**config.mk**
```make
export PLATFORM = sky130hd
export DESIGN_NAME = scan_sequencer_flat
export DESIGN_NICKNAME = d
export VERILOG_FILES = /design/src/rtl/scan_sequencer_if.sv /design/src/rtl/scan_sequencer.sv /design/src/flat_wrapper.sv
export SDC_FILE = /design/constraint.sdc
export NUM_CORES = 1
export LEC_CHECK = 0
export ABC_AREA = 1
export CORE_MARGIN = 5
export CORE_UTILIZATION = 45
export CTS_CLUSTER_DIAMETER = 50
export DETAILED_ROUTE_END_ITERATION = 8
export MAX_ROUTING_LAYER = met4
export PLACE_DENSITY = 0.68
export SLEW_MARGIN = 0
export SYNTH_ARGS = -nofsm -noshare
export SYNTH_HDL_FRONTEND = slang
export SYNTH_SLANG_ARGS = --single-unit
export TNS_END_PERCENT = 50
```
**constraint.sdc**
```tcl
create_clock -name clk -period 7.2 [get_ports clk]
set_input_delay 0.72 -clock clk [delete_from_list [all_inputs] [get_ports clk]]
set_output_delay 0.72 -clock clk [all_outputs]
set_load 0.01 [all_outputs]
```
**src/rtl/scan_sequencer_if.sv**
```systemverilog
// rtl/scan_sequencer_if.sv - host/datapath bundle for the NMR scan sequencer
// Purpose: groups the sequencer's configuration, control and status signals.
// Ports (via modports):
//   master : drives cfg_we/cfg_addr/cfg_wdata, num_scans, cycle_len, scan_len,
//            rep_delay, start, abort; observes the status/output signals
//   slave  : the sequencer; observes the controls, drives enable_PC,
//            TX_phase_data, RX_phase_data, scan_idx, busy, done, err_cfg
interface scan_sequencer_if #(
  parameter int PC_DEPTH = 4,
  parameter int CNT_W    = 32,
  parameter int SCAN_W   = 16
);
  localparam int PCW = $clog2(PC_DEPTH);

  logic              cfg_we;
  logic [PCW-1:0]    cfg_addr;
  logic [19:0]       cfg_wdata;
  logic [SCAN_W-1:0] num_scans;
  logic [PCW:0]      cycle_len;
  logic [CNT_W-1:0]  scan_len;
  logic [CNT_W-1:0]  rep_delay;
  logic              start;
  logic              abort;
  logic              enable_PC;
  logic [14:0]       TX_phase_data;
  logic [4:0]        RX_phase_data;
  logic [SCAN_W-1:0] scan_idx;
  logic              busy;
  logic              done;
  logic              err_cfg;

  modport master (
    output cfg_we, cfg_addr, cfg_wdata, num_scans, cycle_len, scan_len,
           rep_delay, start, abort,
    input  enable_PC, TX_phase_data, RX_phase_data, scan_idx, busy, done,
           err_cfg
  );

  modport slave (
    input  cfg_we, cfg_addr, cfg_wdata, num_scans, cycle_len, scan_len,
           rep_delay, start, abort,
    output enable_PC, TX_phase_data, RX_phase_data, scan_idx, busy, done,
           err_cfg
  );
endinterface

```
**src/rtl/scan_sequencer.sv**
```systemverilog
// rtl/scan_sequencer.sv - scan-level scheduler: scan count, phase cycling, enable envelope
// Purpose: runs num_scans scans; each scan presents a phase-table entry, raises
//   enable_PC for scan_len cycles, then holds it low for rep_delay cycles.
// Ports:
//   clk   : system clock, rising edge
//   rst_n : asynchronous active-low reset
//   bus   : scan_sequencer_if.slave (config/table write/start/abort in,
//           enable_PC, phase words, scan_idx, busy, done, err_cfg out)
module scan_sequencer #(
  parameter int PC_DEPTH = 4,
  parameter int CNT_W    = 32,
  parameter int SCAN_W   = 16
) (
  input  logic clk,
  input  logic rst_n,
  scan_sequencer_if.slave bus
);
  localparam int PCW = $clog2(PC_DEPTH);

  typedef enum logic [2:0] {S_IDLE, S_ARM, S_RUN, S_DELAY, S_DONE} state_t;

  state_t            state_q, state_d;
  logic [CNT_W-1:0]  cnt_q, cnt_d;
  logic [SCAN_W-1:0] num_q, num_d;
  logic [PCW:0]      clen_q, clen_d;
  logic [CNT_W-1:0]  slen_q, slen_d;
  logic [CNT_W-1:0]  rdly_q, rdly_d;
  logic [PCW-1:0]    p_q, p_d;
  logic [SCAN_W-1:0] idx_q, idx_d;
  logic [14:0]       tx_q, tx_d;
  logic [4:0]        rx_q, rx_d;
  logic              en_q, en_d, busy_q, busy_d, done_q, done_d, err_q, err_d;
  logic [19:0]       pc_tbl_q [PC_DEPTH];

  logic              wr_ok, start_ok, run_exp, dly_exp, last_scan;
  logic [PCW:0]      p_inc, clen_eff;
  logic [19:0]       arm_entry;

  // Table writes are only taken while no sequence is in flight.
  assign wr_ok     = bus.cfg_we && !busy_q;
  assign start_ok  = bus.start && !bus.abort && (state_q == S_IDLE);
  assign run_exp   = (state_q == S_RUN) && (cnt_q == slen_q - CNT_W'(1));
  assign dly_exp   = (state_q == S_DELAY) && (cnt_q == rdly_q - CNT_W'(1));
  assign last_scan = (idx_q == num_q - SCAN_W'(1));
  assign p_inc     = {1'b0, p_q} + (PCW+1)'(1);

  always_comb begin
    if (bus.cycle_len == '0)                       clen_eff = (PCW+1)'(1);
    else if (bus.cycle_len > (PCW+1)'(PC_DEPTH))   clen_eff = (PCW+1)'(PC_DEPTH);
    else                                           clen_eff = bus.cycle_len;
  end

  // State register
  always_ff @(posedge clk or negedge rst_n) begin
    if (!rst_n) state_q <= S_IDLE;
    else        state_q <= state_d;
  end

  // Next-state logic
  always_comb begin
    state_d = state_q;
    if (bus.abort) begin
      state_d = S_IDLE;
    end else begin
      case (state_q)
        S_IDLE: if (start_ok && bus.scan_len != '0)
                  state_d = (bus.num_scans == '0) ? S_DONE : S_ARM;
        S_ARM:   state_d = S_RUN;
        S_RUN:   if (run_exp)
                   state_d = last_scan ? S_DONE : ((rdly_q == '0) ? S_ARM : S_DELAY);
        S_DELAY: if (dly_exp) state_d = S_ARM;
        S_DONE:  state_d = S_IDLE;
        default: state_d = S_IDLE;
      endcase
    end
  end

  // Output / datapath next-values
  always_comb begin
    cnt_d  = cnt_q;
    num_d  = num_q;
    clen_d = clen_q;
    slen_d = slen_q;
    rdly_d = rdly_q;
    p_d    = p_q;
    idx_d  = idx_q;
    tx_d   = tx_q;
    rx_d   = rx_q;
    err_d  = start_ok && (bus.scan_len == '0);
    if (bus.abort) begin
      cnt_d = '0;
      p_d   = '0;
      idx_d = '0;
    end else begin
      case (state_q)
        S_IDLE: if (start_ok && bus.scan_len != '0) begin
          num_d  = bus.num_scans;
          clen_d = clen_eff;
          slen_d = bus.scan_len;
          rdly_d = bus.rep_delay;
          idx_d  = '0;
          p_d    = '0;
          cnt_d  = '0;
        end
        S_RUN: if (run_exp) begin
          cnt_d = '0;
          if (!last_scan) begin
            idx_d = idx_q + SCAN_W'(1);
            p_d   = (p_inc == clen_q) ? '0 : p_inc[PCW-1:0];
          end
        end else begin
          cnt_d = cnt_q + CNT_W'(1);
        end
        S_DELAY: cnt_d = dly_exp ? '0 : cnt_q + CNT_W'(1);
        default: ;
      endcase
    end
    // Phase is loaded on entry to ARM so it is stable a full cycle before
    // enable_PC rises; a table write accepted on the same edge is forwarded.
    arm_entry = (wr_ok && bus.cfg_addr == p_d) ? bus.cfg_wdata : pc_tbl_q[p_d];
    if (state_d == S_ARM) begin
      tx_d = arm_entry[19:5];
      rx_d = arm_entry[4:0];
    end
    en_d   = (state_d == S_RUN);
    busy_d = (state_d == S_ARM) || (state_d == S_RUN) || (state_d == S_DELAY);
    done_d = (state_d == S_DONE);
  end

  always_ff @(posedge clk or negedge rst_n) begin
    if (!rst_n) begin
      cnt_q    <= '0;
      num_q    <= '0;
      clen_q   <= '0;
      slen_q   <= '0;
      rdly_q   <= '0;
      p_q      <= '0;
      idx_q    <= '0;
      tx_q     <= '0;
      rx_q     <= '0;
      en_q     <= 1'b0;
      busy_q   <= 1'b0;
      done_q   <= 1'b0;
      err_q    <= 1'b0;
      pc_tbl_q <= '{default: '0};
    end else begin
      cnt_q  <= cnt_d;
      num_q  <= num_d;
      clen_q <= clen_d;
      slen_q <= slen_d;
      rdly_q <= rdly_d;
      p_q    <= p_d;
      idx_q  <= idx_d;
      tx_q   <= tx_d;
      rx_q   <= rx_d;
      en_q   <= en_d;
      busy_q <= busy_d;
      done_q <= done_d;
      err_q  <= err_d;
      if (wr_ok) pc_tbl_q[bus.cfg_addr] <= bus.cfg_wdata;
    end
  end

  assign bus.enable_PC     = en_q;
  assign bus.TX_phase_data = tx_q;
  assign bus.RX_phase_data = rx_q;
  assign bus.scan_idx      = idx_q;
  assign bus.busy          = busy_q;
  assign bus.done          = done_q;
  assign bus.err_cfg       = err_q;
endmodule

```
**src/flat_wrapper.sv**
```systemverilog
// flat-port wrapper written by rule: the top's interface ports become plain ports
module scan_sequencer_flat 
#(
  parameter int PC_DEPTH = 4,
  parameter int CNT_W    = 32,
  parameter int SCAN_W   = 16
)
  (clk, rst_n, bus_cfg_we, bus_cfg_addr, bus_cfg_wdata, bus_num_scans, bus_cycle_len, bus_scan_len, bus_rep_delay, bus_start, bus_abort, bus_enable_PC, bus_TX_phase_data, bus_RX_phase_data, bus_scan_idx, bus_busy, bus_done, bus_err_cfg);
  scan_sequencer_if #(.PC_DEPTH(PC_DEPTH), .CNT_W(CNT_W), .SCAN_W(SCAN_W)) bus_i ();
  input  logic clk;
  input  logic rst_n;
  input wire logic [$bits(bus_i.cfg_we)-1:0] bus_cfg_we;
  input wire logic [$bits(bus_i.cfg_addr)-1:0] bus_cfg_addr;
  input wire logic [$bits(bus_i.cfg_wdata)-1:0] bus_cfg_wdata;
  input wire logic [$bits(bus_i.num_scans)-1:0] bus_num_scans;
  input wire logic [$bits(bus_i.cycle_len)-1:0] bus_cycle_len;
  input wire logic [$bits(bus_i.scan_len)-1:0] bus_scan_len;
  input wire logic [$bits(bus_i.rep_delay)-1:0] bus_rep_delay;
  input wire logic [$bits(bus_i.start)-1:0] bus_start;
  input wire logic [$bits(bus_i.abort)-1:0] bus_abort;
  output wire logic [$bits(bus_i.enable_PC)-1:0] bus_enable_PC;
  output wire logic [$bits(bus_i.TX_phase_data)-1:0] bus_TX_phase_data;
  output wire logic [$bits(bus_i.RX_phase_data)-1:0] bus_RX_phase_data;
  output wire logic [$bits(bus_i.scan_idx)-1:0] bus_scan_idx;
  output wire logic [$bits(bus_i.busy)-1:0] bus_busy;
  output wire logic [$bits(bus_i.done)-1:0] bus_done;
  output wire logic [$bits(bus_i.err_cfg)-1:0] bus_err_cfg;
  assign bus_i.cfg_we = bus_cfg_we;
  assign bus_i.cfg_addr = bus_cfg_addr;
  assign bus_i.cfg_wdata = bus_cfg_wdata;
  assign bus_i.num_scans = bus_num_scans;
  assign bus_i.cycle_len = bus_cycle_len;
  assign bus_i.scan_len = bus_scan_len;
  assign bus_i.rep_delay = bus_rep_delay;
  assign bus_i.start = bus_start;
  assign bus_i.abort = bus_abort;
  assign bus_enable_PC = bus_i.enable_PC;
  assign bus_TX_phase_data = bus_i.TX_phase_data;
  assign bus_RX_phase_data = bus_i.RX_phase_data;
  assign bus_scan_idx = bus_i.scan_idx;
  assign bus_busy = bus_i.busy;
  assign bus_done = bus_i.done;
  assign bus_err_cfg = bus_i.err_cfg;
  scan_sequencer #(.PC_DEPTH(PC_DEPTH), .CNT_W(CNT_W), .SCAN_W(SCAN_W)) u_core (.clk(clk), .rst_n(rst_n), .bus(bus_i));
endmodule
```
# == Yosys cells after proc, flatten, opt, wreduce, memory -nomap -nowiden ==
# Cells that the tools add are included.
# op_classes
n_addsub,6
n_lt_le_gt_ge,4
eq_ne,15
mux,33
n_bitwise,3
n_reduce_logical,24
# ops
op,count
32-bit two-way mux,4
32-bit one-hot mux with 3 select lines,1
80-bit bitwise mux,1
20-bit two-way mux,4
32-bit equality test,2
32-bit zero test,2
16-bit two-way mux,4
32-bit by 1-bit subtractor with 32-bit output (second input constant),2
20-bit binary-select mux with 2-bit select,1
20-bit demux with 2-bit select,1
32-bit by 1-bit adder with 32-bit output (second input constant),1
16-bit one-hot mux with 2 select lines,1
32-bit nonzero test,1
3-bit two-way mux,8
16-bit by 1-bit adder with 16-bit output (second input constant),1
16-bit equality test,1
16-bit zero test,1
16-bit by 1-bit subtractor with 16-bit output (second input constant),1
3-bit by 2-bit equality test with 1-bit output (second input constant),4
2-bit two-way mux,6
3-bit one-hot mux with 4 select lines,1
1-bit logical AND,9
3-bit by 1-bit equality test with 1-bit output (second input constant),2
3-bit >= comparator (second input constant),2
other kinds (19),24
# word_totals
regBits,240
input_bits,110
elab_cells,103

# == Depth between registers and ports, before layout ==
# Gate-level depths: netlist of run 1.
# depth
ltp_word,12
ltp_mapped,26

# == Worst setup path after synthesis of run 1 ==
# OpenSTA, ideal clock, no wires.
# synth_timing
kind,register -> register
start,register u_core.rdly_q[0]
end,register u_core.rx_q[0] (netlist: u_core.bus.RX_phase_data[0])
setup_time_ps,117
arrival_ps,2664
path_slack_ps,4418
path_stages_with_launch,22
period_less_slack_ps,2782
path_cell_list,dfrtp_1 inv_1 ha_1 nand2_1 nor3_2 nand3_1 inv_1 nand2_1 nor2_1 nand2_1 xor2_1 nand3_1 nand3b_1 nor2_1 nand3b_1 nand2_1 nand3_1 nor2_2 inv_2 buf_2 nand2_1 nand2_1
# synth_via
elab_chain_cells,7
elab_cells_between_ends,11
classes_between,add/sub: 1; eq/ne: 2; mux: 6; reduce/logical: 2
# synth_lines
item,line_no,rtl
"start, declared",scan_sequencer.sv:27,"logic [CNT_W-1:0] rdly_q, rdly_d;"
"start signal, assigned",scan_sequencer.sv:151,rdly_q <= rdly_d;
32-bit by 1-bit subtractor with 32-bit output or 32-bit zero test (tied branches),"scan_sequencer.sv:43, scan_sequencer.sv:70",
32-bit equality test or 2-bit two-way mux (tied branches),"scan_sequencer.sv:43, scan_sequencer.sv:70",
1-bit logical AND or 3-bit two-way mux (tied branches),"scan_sequencer.sv:43, scan_sequencer.sv:70",
"3-bit two-way mux, on equally long branches","scan_sequencer.sv:71, scan_sequencer.sv:69",
3-bit one-hot mux with 4 select lines *,scan_sequencer.sv:65,case (state_q)
3-bit two-way mux *,scan_sequencer.sv:62,if (bus.abort) begin
3-bit by 1-bit equality test with 1-bit output *,scan_sequencer.sv:121,if (state_d == S_ARM) begin
"end signal, assigned",scan_sequencer.sv:155,rx_q <= rx_d;
"end, declared",scan_sequencer.sv:31,"logic [4:0] rx_q, rx_d;"
# Mark *: on every way between the ends. The rest lies on a longest branch, timed or not.
# A chain may end at the register's enable or synchronous reset.

# == Worst setup path in the final report of run 1 ==
# layout_timing
start,register u_core.slen_q[2]
end,register u_core.tx_q[10] (netlist: u_core.bus.TX_phase_data[10])
# layout_via
elab_chain_cells,11
elab_cells_between_ends,17
classes_between,add/sub: 1; eq/ne: 3; mux: 10; bitwise: 1; reduce/logical: 2
# layout_lines
item,line_no,rtl
"start, declared",scan_sequencer.sv:26,"logic [CNT_W-1:0] slen_q, slen_d;"
"start signal, assigned",scan_sequencer.sv:150,slen_q <= slen_d;
32-bit by 1-bit subtractor with 32-bit output *,scan_sequencer.sv:42,assign run_exp = (state_q == S_RUN) && (cnt_q == slen_q - CNT_W'(1));
32-bit equality test *,scan_sequencer.sv:42,
1-bit logical AND *,scan_sequencer.sv:42,
2-bit two-way mux,scan_sequencer.sv:105,S_RUN: if (run_exp) begin
2-bit one-hot mux with 2 select lines,scan_sequencer.sv:95,case (state_q)
2-bit two-way mux,scan_sequencer.sv:90,if (bus.abort) begin
2-bit NOT with 3-bit output (not written as such),scan_sequencer.sv:120,arm_entry = (wr_ok && bus.cfg_addr == p_d) ? bus.cfg_wdata : pc_tbl_q[p_d];
20-bit binary-select mux with 2-bit select,scan_sequencer.sv:120,
20-bit two-way mux (not written as such) (2 in a row),scan_sequencer.sv:120,
20-bit two-way mux,scan_sequencer.sv:120,
"end signal, assigned",scan_sequencer.sv:154,tx_q <= tx_d;
"end, declared",scan_sequencer.sv:30,"logic [14:0] tx_q, tx_d;"
# Mark *: on every way between the ends. The rest lies on a longest branch, timed or not. The select of a mux whose other input is x is not followed.

==> PnR_summary.wiki, run 1 <==
{| class="wikitable"
! Metric !! Value
|-
| FFs w/ async S/R, synth || 1.00
|-
| Core box area || between 0.03 and 0.04 mm^2
|-
| Root buffer cell || sky130_fd_sc_hd__clkbuf_16
|-
| Via count of the first global-routing pass || between 10,000 and 15,000
|-
| Antenna Diode Count || 0
|-
| 1st-pass router iterations || 8
|-
| CTS Buffer Depth || 3
|-
| # setup viols final || 0
|-
| Endpoint type of the worst setup path || flop
|-
| Worst-path cell with the longest stage delay || sky130_fd_sc_hd__nor2_2
|-
| Maximum number of pins on one net before global-route repair || between 100 and 150
|-
| Peak Freq || around 0.22 GHz
|-
| Static Leakage || a little under 9 nW
|-
| Fin. max-slew vios || 0
|-
| Post-Syn Area per Cell || between 6 and 7 um^2
|-
| Cts hold-fix bufs || 0
|-
| IO Port Bufs || ~150
|-
| Cells traversed along the worst timing path || nor2_1 > nand2_1 > nor2_2 > nand2_1 > nand2_1 > nand2_1 > nor2_1 > nand3_1 > nor2_1 > nand3_1 > nor2_2 > nand4_1 > nand3_2 > buf_4 > nand2_2 > nand2_1 > nand3_1 > nor2_2 > nand2_1 > nand3_1 > nand2_1
|-
| Routed via count || 14,500
|-
| Remaining number of nets flagged by the antenna check after routing || 0
|-
| Number of vias per cell || around 5.3
|-
| Net load switching power || 1.53 mW
|-
| Sequential cell area fraction in the yosys report || 0.400
|-
| TritonCTS buffer count || 35
|-
| Number of register bits inferred by synthesis || 240
|-
| Shortest period the worst path allows || 4.64 ns
|-
| Number of enable-type register cells in the synthesized netlist || 0
|-
| Fraction of power consumed by the clock network || 0.389
|-
| Clock tree from TritonCTS || built
|-
| Total half-perimeter wirelength after legalization and detailed placement || around 33 mm
|-
| Final period utilization || 0.644
|-
| RSZ-0062 raised after global routing || no
|-
| Global routing usage summed across all routing layers || 0.247
|-
| Final Skew || 0.0292 ns
|-
| Number of DRC markers after the initial detailed-route iteration || about 1,100
|-
| Grt total ovfl || 0
|-
| Net count of the mapped netlist || 2,292
|-
| Worst slew pin tran || ~1.1 ns
|-
| Worst rel slew slack || 0.290
|-
| Cell family with most CP delay || simple AND/OR/NAND/NOR gates
|-
| Mapped Area || between 0.015 and 0.02 mm^2
|-
| Full die area || about 0.037 mm^2
|-
| Beginning of the worst register-to-register path || u_core.slen_q[2]
|-
| CTS-repair resized insts || 0
|-
| Die boundary width || 193 um
|-
| Crit start category || flop
|-
| Launching instance or port of the critical path || u_core.slen_q[2]
|-
| Placer's final routability congestion estimate || ~0.90
|-
| Required time at the worst-slack endpoint || ~7.6 ns
|-
| Number of standard-cell rows in the floorplan || 67
|-
| Worst min path class || input port to asynchronous set/reset pin
|-
| Number of filler instances in the final layout || between 3,000 and 4,000
|-
| Result of the run || finished, final reports clean
|-
| CTS H-tree lvls || 2
|-
| Arrival time reported for the critical path endpoint || between 5 and 6 ns
|-
| Total buffers and inverters traversed by the critical path || 1
|-
| Share of cells above drive strength 1 || 0.0511
|-
| Post-CTS setup buffer count || 0
|-
| Library cells used by synthesis || 43
|-
| Final Routed Wirelength || 44.8 mm
|-
| Post-Place Worst Slack || ~2.3 ns
|-
| Area Growth Syn to Fin || 19.9%
|-
| Clock latency on the worst-skew pair || 0.54 ns
|-
| Synth warnings || 0
|-
| Switching power as a share of total power || 0.326
|-
| Placed instance area || 0.0168 mm^2
|-
| Net count of the finished layout || ~2,400
|-
| Average wire per cell in the routed design || 16.2 um
|-
| Clock Pin Slew Worst Setup and Hold Paths || around 0.060 ns
|-
| Post-route total power || between 4 and 5 mW
|-
| Number of top-level pins || 150
|-
| Final-layout setup total negative slack || 0 ns
|-
| Logic gate share of total power || 0.235
|-
| Height of the chip || between 150 and 200 um
|-
| Cell area after layout || roughly 0.018 mm^2
|-
| Worst path max stage delay || 0.69 ns
|-
| Cell occurring most often along the worst timing path || sky130_fd_sc_hd__nand2_1
|-
| Internal power || 3.17 mW
|-
| Synthesized netlist cell count || about 2,200
|-
| Share of power burned in registers || 0.376
|-
| Global-route wire length before repair || roughly 72 mm
|-
| Number of sinks handled by clock tree synthesis || 240
|-
| Max-Cap Viols || 0
|-
| Setup WS post-layout || approximately 2.6 ns
|-
| Top flip-flop cell by instance count after synthesis || sky130_fd_sc_hd__dfrtp_1
|-
| Cell Pwr Density || around 260 mW/mm^2
|-
| Initial cell density of the core || 0.452
|-
| Critical path class || flop to flop
|-
| Count of final hold-check violations || 0
|-
| Post-route DRC violation count || 0
|-
| Highest ir drop seen on vdd || roughly 0.00019 V
|-
| Number of antenna violations at the first check in global routing || 0
|-
| Max FO, Critical Path || 42
|}
==> cell usage in the layout (no fill, tap or decap), types with 2 or more instances in the layout <==
master                            instances
sky130_fd_sc_hd__nor3_2                   2
sky130_fd_sc_hd__dfrtp_1                240
sky130_fd_sc_hd__nor3_1                  35
sky130_fd_sc_hd__nand3_2                  2
sky130_fd_sc_hd__inv_6                    2
sky130_fd_sc_hd__inv_16                   2
sky130_fd_sc_hd__xor2_1                  89
sky130_fd_sc_hd__a21oi_1                 38
sky130_fd_sc_hd__clkbuf_1                 2
sky130_fd_sc_hd__bufinv_16                5
sky130_fd_sc_hd__and3_1                   3
sky130_fd_sc_hd__inv_2                    8
sky130_fd_sc_hd__o21ai_2                  2
sky130_fd_sc_hd__nor2_1                 210
sky130_fd_sc_hd__nor2_4                   3
sky130_fd_sc_hd__inv_8                    2
sky130_fd_sc_hd__nor4_1                  23
sky130_fd_sc_hd__xnor2_1                 43
sky130_fd_sc_hd__a21boi_0                 2
sky130_fd_sc_hd__clkinv_2                 3
sky130_fd_sc_hd__buf_4                   13
sky130_fd_sc_hd__clkbuf_16               35
sky130_fd_sc_hd__clkinv_4                 2
sky130_fd_sc_hd__nand4_1                 50
sky130_fd_sc_hd__nor2_2                  18
sky130_fd_sc_hd__clkdlybuf4s50_1        148
sky130_fd_sc_hd__nand2_2                  5
sky130_fd_sc_hd__nand3b_1                17
sky130_fd_sc_hd__inv_1                  197
sky130_fd_sc_hd__o31ai_1                  3
sky130_fd_sc_hd__o21ai_0                142
sky130_fd_sc_hd__clkbuf_8                 7
sky130_fd_sc_hd__nor3b_1                  3
sky130_fd_sc_hd__nand3_1                189
sky130_fd_sc_hd__ha_1                     6
sky130_fd_sc_hd__or2_2                    3
sky130_fd_sc_hd__nand2_1                742
==> per-stage QoR <==
step	utilization	hold WS [ns]	std cells
6_report	0.541	0.166	2758
5_1_grt	0.541	0.226	2758
3_5_place_dp	0.504	0.473	2697
4_1_cts	0.541	0.205	2758
3_3_place_gp	0.504	0.466	2697
2_1_floorplan	-	0.424	2176
==> Yosys cell counts, types with 4 or more instances <==
library cell               number  area share
sky130_fd_sc_hd__xnor2_1       43       0.025
sky130_fd_sc_hd__buf_2         17      0.0057
sky130_fd_sc_hd__ha_1           6      0.0050
sky130_fd_sc_hd__clkbuf_1      55       0.014
sky130_fd_sc_hd__nand3b_1      17      0.0085
sky130_fd_sc_hd__a21oi_1       38       0.013
sky130_fd_sc_hd__dfrtp_1      240        0.40
sky130_fd_sc_hd__nor4_1        23      0.0096
sky130_fd_sc_hd__inv_1        197       0.049
sky130_fd_sc_hd__nand4_1       50       0.021
sky130_fd_sc_hd__nor2_2        19      0.0079
sky130_fd_sc_hd__o21ai_0      142       0.047
sky130_fd_sc_hd__xor2_1        89       0.052
sky130_fd_sc_hd__nand2_2        5      0.0021
sky130_fd_sc_hd__nor2_1       210       0.052
sky130_fd_sc_hd__nand3_1      189       0.063
sky130_fd_sc_hd__nand2_1      742        0.19
sky130_fd_sc_hd__buf_4         10      0.0050
sky130_fd_sc_hd__buf_6          4      0.0030
sky130_fd_sc_hd__inv_2          8      0.0020
sky130_fd_sc_hd__nor3_1        35       0.012
==> power by group through the flow <==
stage	combinational (mW)	clock, mW	sequential, mW
floorplan	0.732	0	1.74
global placement	1.07	0	1.78
finish	1.11	1.83	1.77
global route	1.26	1.92	1.80
detailed placement	1.10	0	1.79
CTS	1.11	1.86	1.77
==> layout make-up <==
type	count	area, um^2	area share
clock inverter	17	270	0.0150
clock buffer	44	980	0.0544
sequential	240	6010	0.333
inverter	205	769	0.0427
tap	448	561	0.0311
timing repair buffer	162	1590	0.0885
multi-input combinational	1642	7840	0.435
==> final timing paths <==
path                                           endpoint  slack [ns]  depth (start not counted)
max                        u_core.bus.TX_phase_data[10]        2.56                         21
min                                 u_core.pc_tbl_q[66]        0.17                          1
max reg2reg                u_core.bus.TX_phase_data[10]        2.56                         21
min reg2reg                         u_core.pc_tbl_q[10]        0.48                          2
max in group asynchronous             u_core.slen_q[25]        5.47                          2
min in group clk                    u_core.pc_tbl_q[10]        0.48                          2
==> registers in the layout (all words and copies together) (netlist names) <==
register	cells
u_core.clen_q	3
u_core.bus.enable_PC	1
u_core.cnt_q	32
u_core.bus.busy	1
u_core.bus.scan_idx	16
u_core.bus.done	1
u_core.bus.TX_phase_data	15
u_core.bus.err_cfg	1
u_core.bus.RX_phase_data	5
u_core.p_q	2
u_core.slen_q	32
u_core.state_q	3
u_core.num_q	16
u_core.pc_tbl_q	80
u_core.rdly_q	32
==> logic make-up (layout without fill, tap and decap cells) <==
logic type | after synthesis | count (layout) | synth area share
compound gates | 195 | 195 | 0.0678
xor+xnor | 132 | 132 | 0.0769
fa+ha+maj | 6 | 6 | 0.00499
buf+inv | 294 | 428 | 0.0793
flops | 240 | 240 | 0.400
simple gates | 1309 | 1309 | 0.371
==> metal layers <==
| layer | GRT usage | routed length, um | vias to the layer above |
|---|---|---|---|
| li1 | - | - | 7157 |
| met1 | 0.325 | 19800 | 6782 |
| met2 | 0.403 | 21300 | 486 |
| met3 | 0.0346 | 2530 | 88 |
| met4 | 0.0697 | 1210 | 0 |
| met5 | - | 0 | - |
No activity file was read; power rests on OpenSTA's default activity.
==> run 2: changes to the inputs <==
Settings changed: PLACE_DENSITY 0.68 to 0.71.
Clock period 7.2 ns to 4.05 ns, I/O delays scaled along.
==> run 2 against run 1 <==
The run now ends with hold timing left. Combinational power grew 80%. Global-route usage grew 0.66 points. Non-clock buffer count grew 25. Hold slack lost 0.18 ns. Critical path depth shrank 1. First-iteration DRC count grew 6.0%. Sequential share of layout area shrank 0.27 points. Core utilization grew 0.44 points. Critical path type unchanged. Flip-flop and latch count is the same. Design area grew 0.81%.
==> PnR_summary.wiki, run 2 (synthesis gave the netlist of run 1 again) <==
{| class="wikitable"
! Metric !! Value
|-
| Post-CTS setup buffer count || 0 (unchanged)
|-
| Worst rel slew slack || 0.311 (was 0.290)
|-
| Final-layout setup total negative slack || 0 ns (unchanged)
|-
| Post-route DRC violation count || 0 (unchanged)
|-
| Static Leakage || 8.78 nW (was 8.69 nW)
|-
| Crit start category || flop (unchanged)
|-
| Global-route wire length before repair || 74.0 mm (was 72.2 mm)
|-
| Peak Freq || 0.272 GHz (was 0.216 GHz)
|-
| Arrival time reported for the critical path endpoint || 4.14 ns (was 5.06 ns)
|-
| Register-to-Register Path Depth || 20 (was 21)
|-
| Final Skew || 0.0209 ns (was 0.0292 ns)
|-
| # setup viols final || 0 (unchanged)
|-
| Full die area || 0.0372 mm^2 (unchanged)
|-
| Total half-perimeter wirelength after legalization and detailed placement || 34.3 mm (was 32.9 mm)
|-
| Net count of the finished layout || 2,427 (was 2,402)
|-
| Final Routed Wirelength || 46.1 mm (was 44.8 mm)
|-
| Most frequent cells in the layout || sky130_fd_sc_hd__nand2_1 (742), sky130_fd_sc_hd__dfrtp_1 (240), sky130_fd_sc_hd__nor2_1 (210), sky130_fd_sc_hd__inv_1 (197), sky130_fd_sc_hd__nand3_1 (187) (was sky130_fd_sc_hd__nand2_1 (742), sky130_fd_sc_hd__dfrtp_1 (240), sky130_fd_sc_hd__nor2_1 (210), sky130_fd_sc_hd__inv_1 (197), sky130_fd_sc_hd__nand3_1 (189))
|-
| Met1 layer usage reported by global route || 0.337 (was 0.325)
|-
| Worst min path class || input port to asynchronous set/reset pin (unchanged)
|-
| Required time at the worst-slack endpoint || 4.51 ns (was 7.62 ns)
|-
| Antenna Diode Count || 0 (unchanged)
|-
| Fin Hold WS || -0.0124 ns (was 0.166 ns)
|-
| Placer's final routability congestion estimate || 1.01 (was 0.903)
|-
| Initial cell density of the core || 0.452 (unchanged)
|-
| Routed via count || 14,700 (was 14,500)
|-
| Global routing usage summed across all routing layers || 0.254 (was 0.247)
|-
| Endpoint type of the worst setup path || flop (unchanged)
|-
| Cell Pwr Density || 450 mW/mm^2 (was 261 mW/mm^2)
|-
| Non-filler cells in the finished layout || 2,780 (was 2,758)
|-
| Share of cells above drive strength 1 || 0.0617 (was 0.0511)
|-
| Highest ir drop seen on vdd || 0.000289 V (was 0.000191 V)
|-
| CTS H-tree lvls || 2 (unchanged)
|-
| Number of vias per cell || 5.29 (was 5.26)
|-
| 1st-pass router iterations || 6 (was 8)
|-
| Met2 Track Usage GR || 0.405 (was 0.403)
|-
| Met3 track demand over resource || 0.0351 (was 0.0346)
|-
| Placed Cells incl. Taps || 2,722 (was 2,697)
|-
| Fin. max-slew vios || 0 (unchanged)
|-
| Remaining number of nets flagged by the antenna check after routing || 0 (unchanged)
|-
| Final period utilization || 0.908 (was 0.644)
|-
| Worst r2r dst || u_core.bus.TX_phase_data[6] (was u_core.bus.TX_phase_data[10])
|-
| Height of the chip || 193 um (unchanged)
|-
| Clock tree from TritonCTS || built (unchanged)
|-
| Number of standard-cell rows in the floorplan || 67 (unchanged)
|-
| Critical path class || flop to flop (unchanged)
|-
| Cts hold-fix bufs || 0 (unchanged)
|-
| Clock latency on the worst-skew pair || 0.53 ns (was 0.54 ns)
|-
| Shortest period the worst path allows || 3.68 ns (was 4.64 ns)
|-
| Clock Pin Slew Worst Setup and Hold Paths || 0.05 ns (was 0.06 ns)
|-
| Number of top-level pins || 150 (unchanged)
|-
| RSZ-0062 raised after global routing || no (unchanged)
|-
| CTS Buffer Depth || 3 (unchanged)
|-
| Root buffer cell || sky130_fd_sc_hd__clkbuf_16 (unchanged)
|-
| Most common cell after layout, fill and taps aside || sky130_fd_sc_hd__nand2_1 (unchanged)
|-
| Worst slew pin tran || 1.03 ns (was 1.06 ns)
|-
| Beginning of the worst register-to-register path || u_core.rdly_q[0] (was u_core.slen_q[2])
|-
| Number of antenna violations at the first check in global routing || 0 (unchanged)
|-
| Average wire per cell in the routed design || 16.6 um (was 16.2 um)
|-
| TritonCTS buffer count || 35 (unchanged)
|-
| Reg-to-reg slack, setup || 0.37 ns (was 2.56 ns)
|-
| Core box area || 0.0333 mm^2 (unchanged)
|-
| Result of the run || finished, violations left (was finished, final reports clean)
|-
| Number of DRC markers after the initial detailed-route iteration || 1,184 (was 1,117)
|-
| Largest register FFs || 80 (unchanged)
|-
| Max FO, Critical Path || 19 (was 42)
|-
| Area Growth Syn to Fin || 20.8% (was 19.9%)
|-
| Violated checks || hold timing
|-
| IO Port Bufs || 149 (unchanged)
|-
| Max-Cap Viols || 0 (unchanged)
|-
| Number of sinks handled by clock tree synthesis || 240 (unchanged)
|-
| Die boundary width || 193 um (unchanged)
|-
| Via count of the first global-routing pass || 14,300 (was 14,000)
|-
| Top reg by flops || u_core.pc_tbl_q (unchanged)
|-
| Count of final hold-check violations || 31 (was 0)
|-
| Maximum number of pins on one net before global-route repair || 135 (was 105)
|-
| Grt total ovfl || 0 (unchanged)
|-
| Highest-utilization routing layer at the global route stage || met2 (unchanged)
|}
run 2: cell count changes in the layout (fill, tap and decap cells not counted), sizes merged:
cell | previous run | this run
clkinvlp | 1 | 0
clkbuf | 44 | 43
clkinv | 5 | 8
inv | 211 | 210
bufinv | 5 | 2
buf | 14 | 39
run 2: final cells by class:
type | count | area, um^2
multi-input cells | 1642 | 7860
clock buffers | 43 | 987
flip-flops and latches | 240 | 6010
repair buffers | 187 | 1820
well taps | 448 | 561
fillers | 3199 | 15100
inverters | 205 | 769
clock inverters | 15 | 161
run 2: power by group:
group          total [mW]  switching, mW  internal, mW
registers            3.15          0.362          2.79
logic                2.00           1.19         0.811
clock network        3.02           1.15          1.87
total                8.17           2.71          5.46
run 2: worst max-delay path, stage by stage, from the launching register on:
cell                       delay [ns]
sky130_fd_sc_hd__dfrtp_1         0.39
sky130_fd_sc_hd__inv_1           0.15
sky130_fd_sc_hd__ha_1            0.24
sky130_fd_sc_hd__nand2_1         0.09
sky130_fd_sc_hd__nor3_2          0.25
sky130_fd_sc_hd__nand3_1         0.23
sky130_fd_sc_hd__inv_1           0.10
sky130_fd_sc_hd__nand2_1         0.10
sky130_fd_sc_hd__nor2_1          0.30
sky130_fd_sc_hd__nand2_1         0.11
sky130_fd_sc_hd__xor2_1          0.23
sky130_fd_sc_hd__nand3_1         0.09
sky130_fd_sc_hd__nand3b_1        0.16
sky130_fd_sc_hd__nor2_1          0.09
sky130_fd_sc_hd__nand3b_1        0.13
sky130_fd_sc_hd__nand2_1         0.14
sky130_fd_sc_hd__nand3_1         0.12
sky130_fd_sc_hd__nor2_2          0.21
sky130_fd_sc_hd__buf_4           0.30
sky130_fd_sc_hd__nand3_1         0.12
sky130_fd_sc_hd__nand2_1         0.07
run 2: what timing repair did:
item	in CTS	in global routing
resized for setup	0	2
endpoints found under the hold margin	0	0
setup endpoints to repair	0	10
run 2: worst max-delay path by stage:
stage,endpoint,startpoint,depth (start not counted)
after floorplan,u_core.bus.RX_phase_data[0],u_core.rdly_q[0],21
after global placement,u_core.cnt_q[0],u_core.rdly_q[0],17
after detailed placement,u_core.cnt_q[9],u_core.rdly_q[0],16
after CTS,u_core.cnt_q[0],u_core.rdly_q[0],17
after global routing,u_core.bus.TX_phase_data[6],u_core.rdly_q[0],20
final,u_core.bus.TX_phase_data[6],u_core.rdly_q[0],20
run 2: through the flow:
step                      utilization  setup slack [ns]  cell area (um^2)  total power [mW]
after CTS                       0.545             0.240             18200              8.23
after detailed placement        0.511             0.293             17000              5.17
after global placement          0.511             0.305             17000              5.12
after floorplan                     -              1.27             15000              4.40
after global routing            0.546            0.0378             18200              8.65
final                           0.546             0.372             18200              8.17
run 2: layer usage:
layer,part of all wire,routed length [um]
met5,0,0
met4,0.032,1490
met3,0.056,2560
met2,0.47,21500
met1,0.45,20500
==> run 3: changes to the inputs <==
Settings changed: CORE_UTILIZATION 45 to 25, CTS_CLUSTER_SIZE set to 8, PLACE_DENSITY 0.71 to 0.46, SKIP_CTS_REPAIR_TIMING set to 1.
==> run 3 against run 2 <==
The run now ends clean. Via count fell by 1.5%. Core utilization fell by 23 points. Die area grew 75%. Critical path depth is the same. Combinational power grew 3%. Sequential power is essentially flat. Critical endpoint is now u_core.bus.RX_phase_data[4].
==> PnR_summary.wiki, run 3 (synthesis gave the netlist of run 1 again) <==
{| class="wikitable"
! Metric !! Value
|-
| Result of the run || finished, final reports clean (was finished, violations left)
|-
| Fin. max-slew vios || 0 (unchanged)
|-
| Cell area after layout || 0.0188 mm^2 (was 0.0182 mm^2)
|-
| Placed instance area || 0.0175 mm^2 (was 0.0170 mm^2)
|-
| Average wire per cell in the routed design || 17.4 um (was 16.6 um)
|-
| Final Routed Wirelength || 54.0 mm (was 46.1 mm)
|-
| Number of standard-cell rows in the floorplan || 89 (was 67)
|-
| Full die area || 0.0651 mm^2 (was 0.0372 mm^2)
|-
| Worst r2r dst || u_core.bus.RX_phase_data[4] (was u_core.bus.TX_phase_data[6])
|-
| Final Skew || 0.0201 ns (was 0.0209 ns)
|-
| Antenna Diode Count || 0 (unchanged)
|-
| IO Port Bufs || 149 (unchanged)
|-
| Total buffers and inverters traversed by the critical path || 3 (unchanged)
|-
| Count of final hold-check violations || 0 (was 31)
|-
| Cells traversed along the worst timing path || inv_1 > ha_1 > nand2_1 > nor3_2 > nand3_1 > inv_1 > nand2_1 > nor2_2 > nand2_1 > xor2_1 > nand3_1 > nand3b_1 > nor2_1 > nand3b_1 > nand2_1 > nand3_1 > nor2_2 > inv_2 > nand2_1 > nand2_1 (was inv_1 > ha_1 > nand2_1 > nor3_2 > nand3_1 > inv_1 > nand2_1 > nor2_1 > nand2_1 > xor2_1 > nand3_1 > nand3b_1 > nor2_1 > nand3b_1 > nand2_1 > nand3_1 > nor2_2 > buf_4 > nand3_1 > nand2_1)
|-
| Global routing usage summed across all routing layers || 0.169 (was 0.254)
|-
| Max FO, Critical Path || 20 (was 19)
|-
| 1st-pass router iterations || 5 (was 6)
|-
| Required time at the worst-slack endpoint || 4.49 ns (was 4.51 ns)
|-
| Area Growth Syn to Fin || 25.2% (was 20.8%)
|-
| Number of top-level pins || 150 (unchanged)
|-
| TritonCTS buffer count || 41 (was 35)
|-
| Top reg by flops || u_core.pc_tbl_q (unchanged)
|-
| Launching instance or port of the critical path || u_core.rdly_q[0] (unchanged)
|-
| Fin Hold WS || 0.404 ns (was -0.0124 ns)
|-
| Grt total ovfl || 0 (unchanged)
|-
| Routed via count || 14,500 (was 14,700)
|-
| Most frequent cells in the layout || sky130_fd_sc_hd__nand2_1 (742), sky130_fd_sc_hd__dfrtp_1 (240), sky130_fd_sc_hd__nor2_1 (209), sky130_fd_sc_hd__inv_1 (197), sky130_fd_sc_hd__nand3_1 (185) (was sky130_fd_sc_hd__nand2_1 (742), sky130_fd_sc_hd__dfrtp_1 (240), sky130_fd_sc_hd__nor2_1 (210), sky130_fd_sc_hd__inv_1 (197), sky130_fd_sc_hd__nand3_1 (187))
|-
| Placer's final routability congestion estimate || 0.899 (was 1.01)
|-
| Beginning of the worst register-to-register path || u_core.rdly_q[0] (unchanged)
|-
| Register-to-Register Path Depth || 20 (unchanged)
|-
| Final-layout setup total negative slack || 0 ns (unchanged)
|-
| Most common cell after layout, fill and taps aside || sky130_fd_sc_hd__nand2_1 (unchanged)
|-
| # setup viols final || 0 (unchanged)
|-
| Last element of the critical path || u_core.bus.RX_phase_data[4] (was u_core.bus.TX_phase_data[6])
|-
| Max-Cap Viols || 0 (unchanged)
|-
| Total half-perimeter wirelength after legalization and detailed placement || 40.5 mm (was 34.3 mm)
|-
| Global-route wire length before repair || 83.9 mm (was 74.0 mm)
|-
| Clock latency on the worst-skew pair || 0.56 ns (was 0.53 ns)
|-
| Cell Pwr Density || 459 mW/mm^2 (was 450 mW/mm^2)
|-
| Post-route DRC violation count || 0 (unchanged)
|-
| Critical path class || flop to flop (unchanged)
|-
| Root buffer cell || sky130_fd_sc_hd__clkbuf_16 (unchanged)
|-
| Worst min path class || input port to flop (was input port to asynchronous set/reset pin)
|-
| Highest ir drop seen on vdd || 0.000272 V (was 0.000289 V)
|-
| Worst-path cell with the longest stage delay || sky130_fd_sc_hd__dfrtp_1 (unchanged)
|-
| Number of vias per cell || 4.66 (was 5.29)
|-
| Cell family with most CP delay || simple AND/OR/NAND/NOR gates (unchanged)
|-
| Reg-to-reg slack, setup || 0.35 ns (was 0.37 ns)
|-
| Endpoint type of the worst setup path || flop (unchanged)
|-
| Maximum number of pins on one net before global-route repair || 103 (was 135)
|-
| Die boundary width || 255 um (was 193 um)
|-
| Clock Pin Slew Worst Setup and Hold Paths || 0.05 ns (about the same)
|-
| CTS Buffer Depth || 3 (unchanged)
|-
| Via count of the first global-routing pass || 14,200 (was 14,300)
|-
| Worst rel slew slack || 0.317 (was 0.311)
|-
| Depth of the critical timing path with buffers and inverters included || 20 (unchanged)
|-
| Number of filler instances in the final layout || 6,446 (was 3,199)
|-
| Largest register FFs || 80 (unchanged)
|-
| Static Leakage || 8.89 nW (was 8.78 nW)
|-
| Number of DRC markers after the initial detailed-route iteration || 1,089 (was 1,184)
|-
| Height of the chip || 255 um (was 193 um)
|-
| Cell occurring most often along the worst timing path || sky130_fd_sc_hd__nand2_1 (unchanged)
|-
| CTS H-tree lvls || 2 (unchanged)
|-
| Arrival time reported for the critical path endpoint || 4.14 ns (about the same)
|-
| Clock tree from TritonCTS || built (unchanged)
|-
| Share of cells above drive strength 1 || 0.0637 (was 0.0617)
|-
| Peak Freq || 0.270 GHz (was 0.272 GHz)
|-
| Worst slew pin tran || 1.01 ns (was 1.03 ns)
|-
| Crit start category || flop (unchanged)
|-
| Worst path max stage delay || 0.37 ns (was 0.39 ns)
|-
| Number of antenna violations at the first check in global routing || 1 (was 0)
|-
| Shortest period the worst path allows || 3.70 ns (was 3.68 ns)
|-
| Remaining number of nets flagged by the antenna check after routing || 0 (unchanged)
|-
| Number of sinks handled by clock tree synthesis || 240 (unchanged)
|-
| Net count of the finished layout || 2,436 (was 2,427)
|-
| Core box area || 0.0592 mm^2 (was 0.0333 mm^2)
|-
| Final period utilization || 0.914 (was 0.908)
|-
| RSZ-0062 raised after global routing || no (unchanged)
|-
| Initial cell density of the core || 0.254 (was 0.452)
|}
run 3: layout make-up:
cell class,count,area (um^2),area share
clock buffers,52,1140,0.0605
clock inverters,11,184,0.00977
inverters,205,769,0.0409
multi-input cells,1642,7860,0.418
flip-flops and latches,240,6010,0.319
well taps,773,967,0.0514
repair buffers,190,1890,0.101
run 3: metal layers:
metal  vias up  wire [um]  global-route usage
li1       7215          -                   -
met1      6848      24800               0.223
met2       350      26000               0.278
met3        81       2140              0.0223
met4         0       1130              0.0401
met5         -          0                   -
run 3: worst min path at each step:
stage                            startpoint                     endpoint  slack [ns]  depth (start not counted)
final                     bus_rep_delay[29]            u_core.rdly_q[29]        0.40                          3
after global routing      bus_rep_delay[29]            u_core.rdly_q[29]        0.39                          3
after CTS                             rst_n          u_core.pc_tbl_q[52]       -0.13                          1
after detailed placement              rst_n          u_core.pc_tbl_q[32]        0.47                          1
after global placement                rst_n          u_core.pc_tbl_q[12]        0.46                          1
after floorplan                       rst_n  u_core.bus.RX_phase_data[0]        0.11                          0
run 3: stage by stage:
| stage | total power, mW | instances | setup WS [ns] | utilization |
|---|---|---|---|---|
| floorplan | 4.40 | 2176 | 1.27 | - |
| global placement | 5.24 | 3049 | 0.127 | 0.295 |
| detailed placement | 5.25 | 3049 | 0.140 | 0.295 |
| CTS | 8.77 | 3112 | 0.173 | 0.318 |
| global route | 9.18 | 3113 | 0.00170 | 0.318 |
| finish | 8.63 | 3113 | 0.348 | 0.318 |
run 3: power breakdown:
part	switching [mW]	leakage [nW]	internal, mW
Clock	1.22	0.648	2.22
Combinational	1.23	5.16	0.823
Sequential	0.359	3.08	2.79
run 3: worst register-to-register path: stages (launching register included):
cell                       delay [ns]
sky130_fd_sc_hd__dfrtp_1         0.37
sky130_fd_sc_hd__inv_1           0.14
sky130_fd_sc_hd__ha_1            0.24
sky130_fd_sc_hd__nand2_1         0.08
sky130_fd_sc_hd__nor3_2          0.22
sky130_fd_sc_hd__nand3_1         0.27
sky130_fd_sc_hd__inv_1           0.11
sky130_fd_sc_hd__nand2_1         0.11
sky130_fd_sc_hd__nor2_2          0.23
sky130_fd_sc_hd__nand2_1         0.10
sky130_fd_sc_hd__xor2_1          0.26
sky130_fd_sc_hd__nand3_1         0.09
sky130_fd_sc_hd__nand3b_1        0.17
sky130_fd_sc_hd__nor2_1          0.10
sky130_fd_sc_hd__nand3b_1        0.12
sky130_fd_sc_hd__nand2_1         0.12
sky130_fd_sc_hd__nand3_1         0.12
sky130_fd_sc_hd__nor2_2          0.28
sky130_fd_sc_hd__inv_2           0.26
sky130_fd_sc_hd__nand2_1         0.13
sky130_fd_sc_hd__nand2_1         0.06
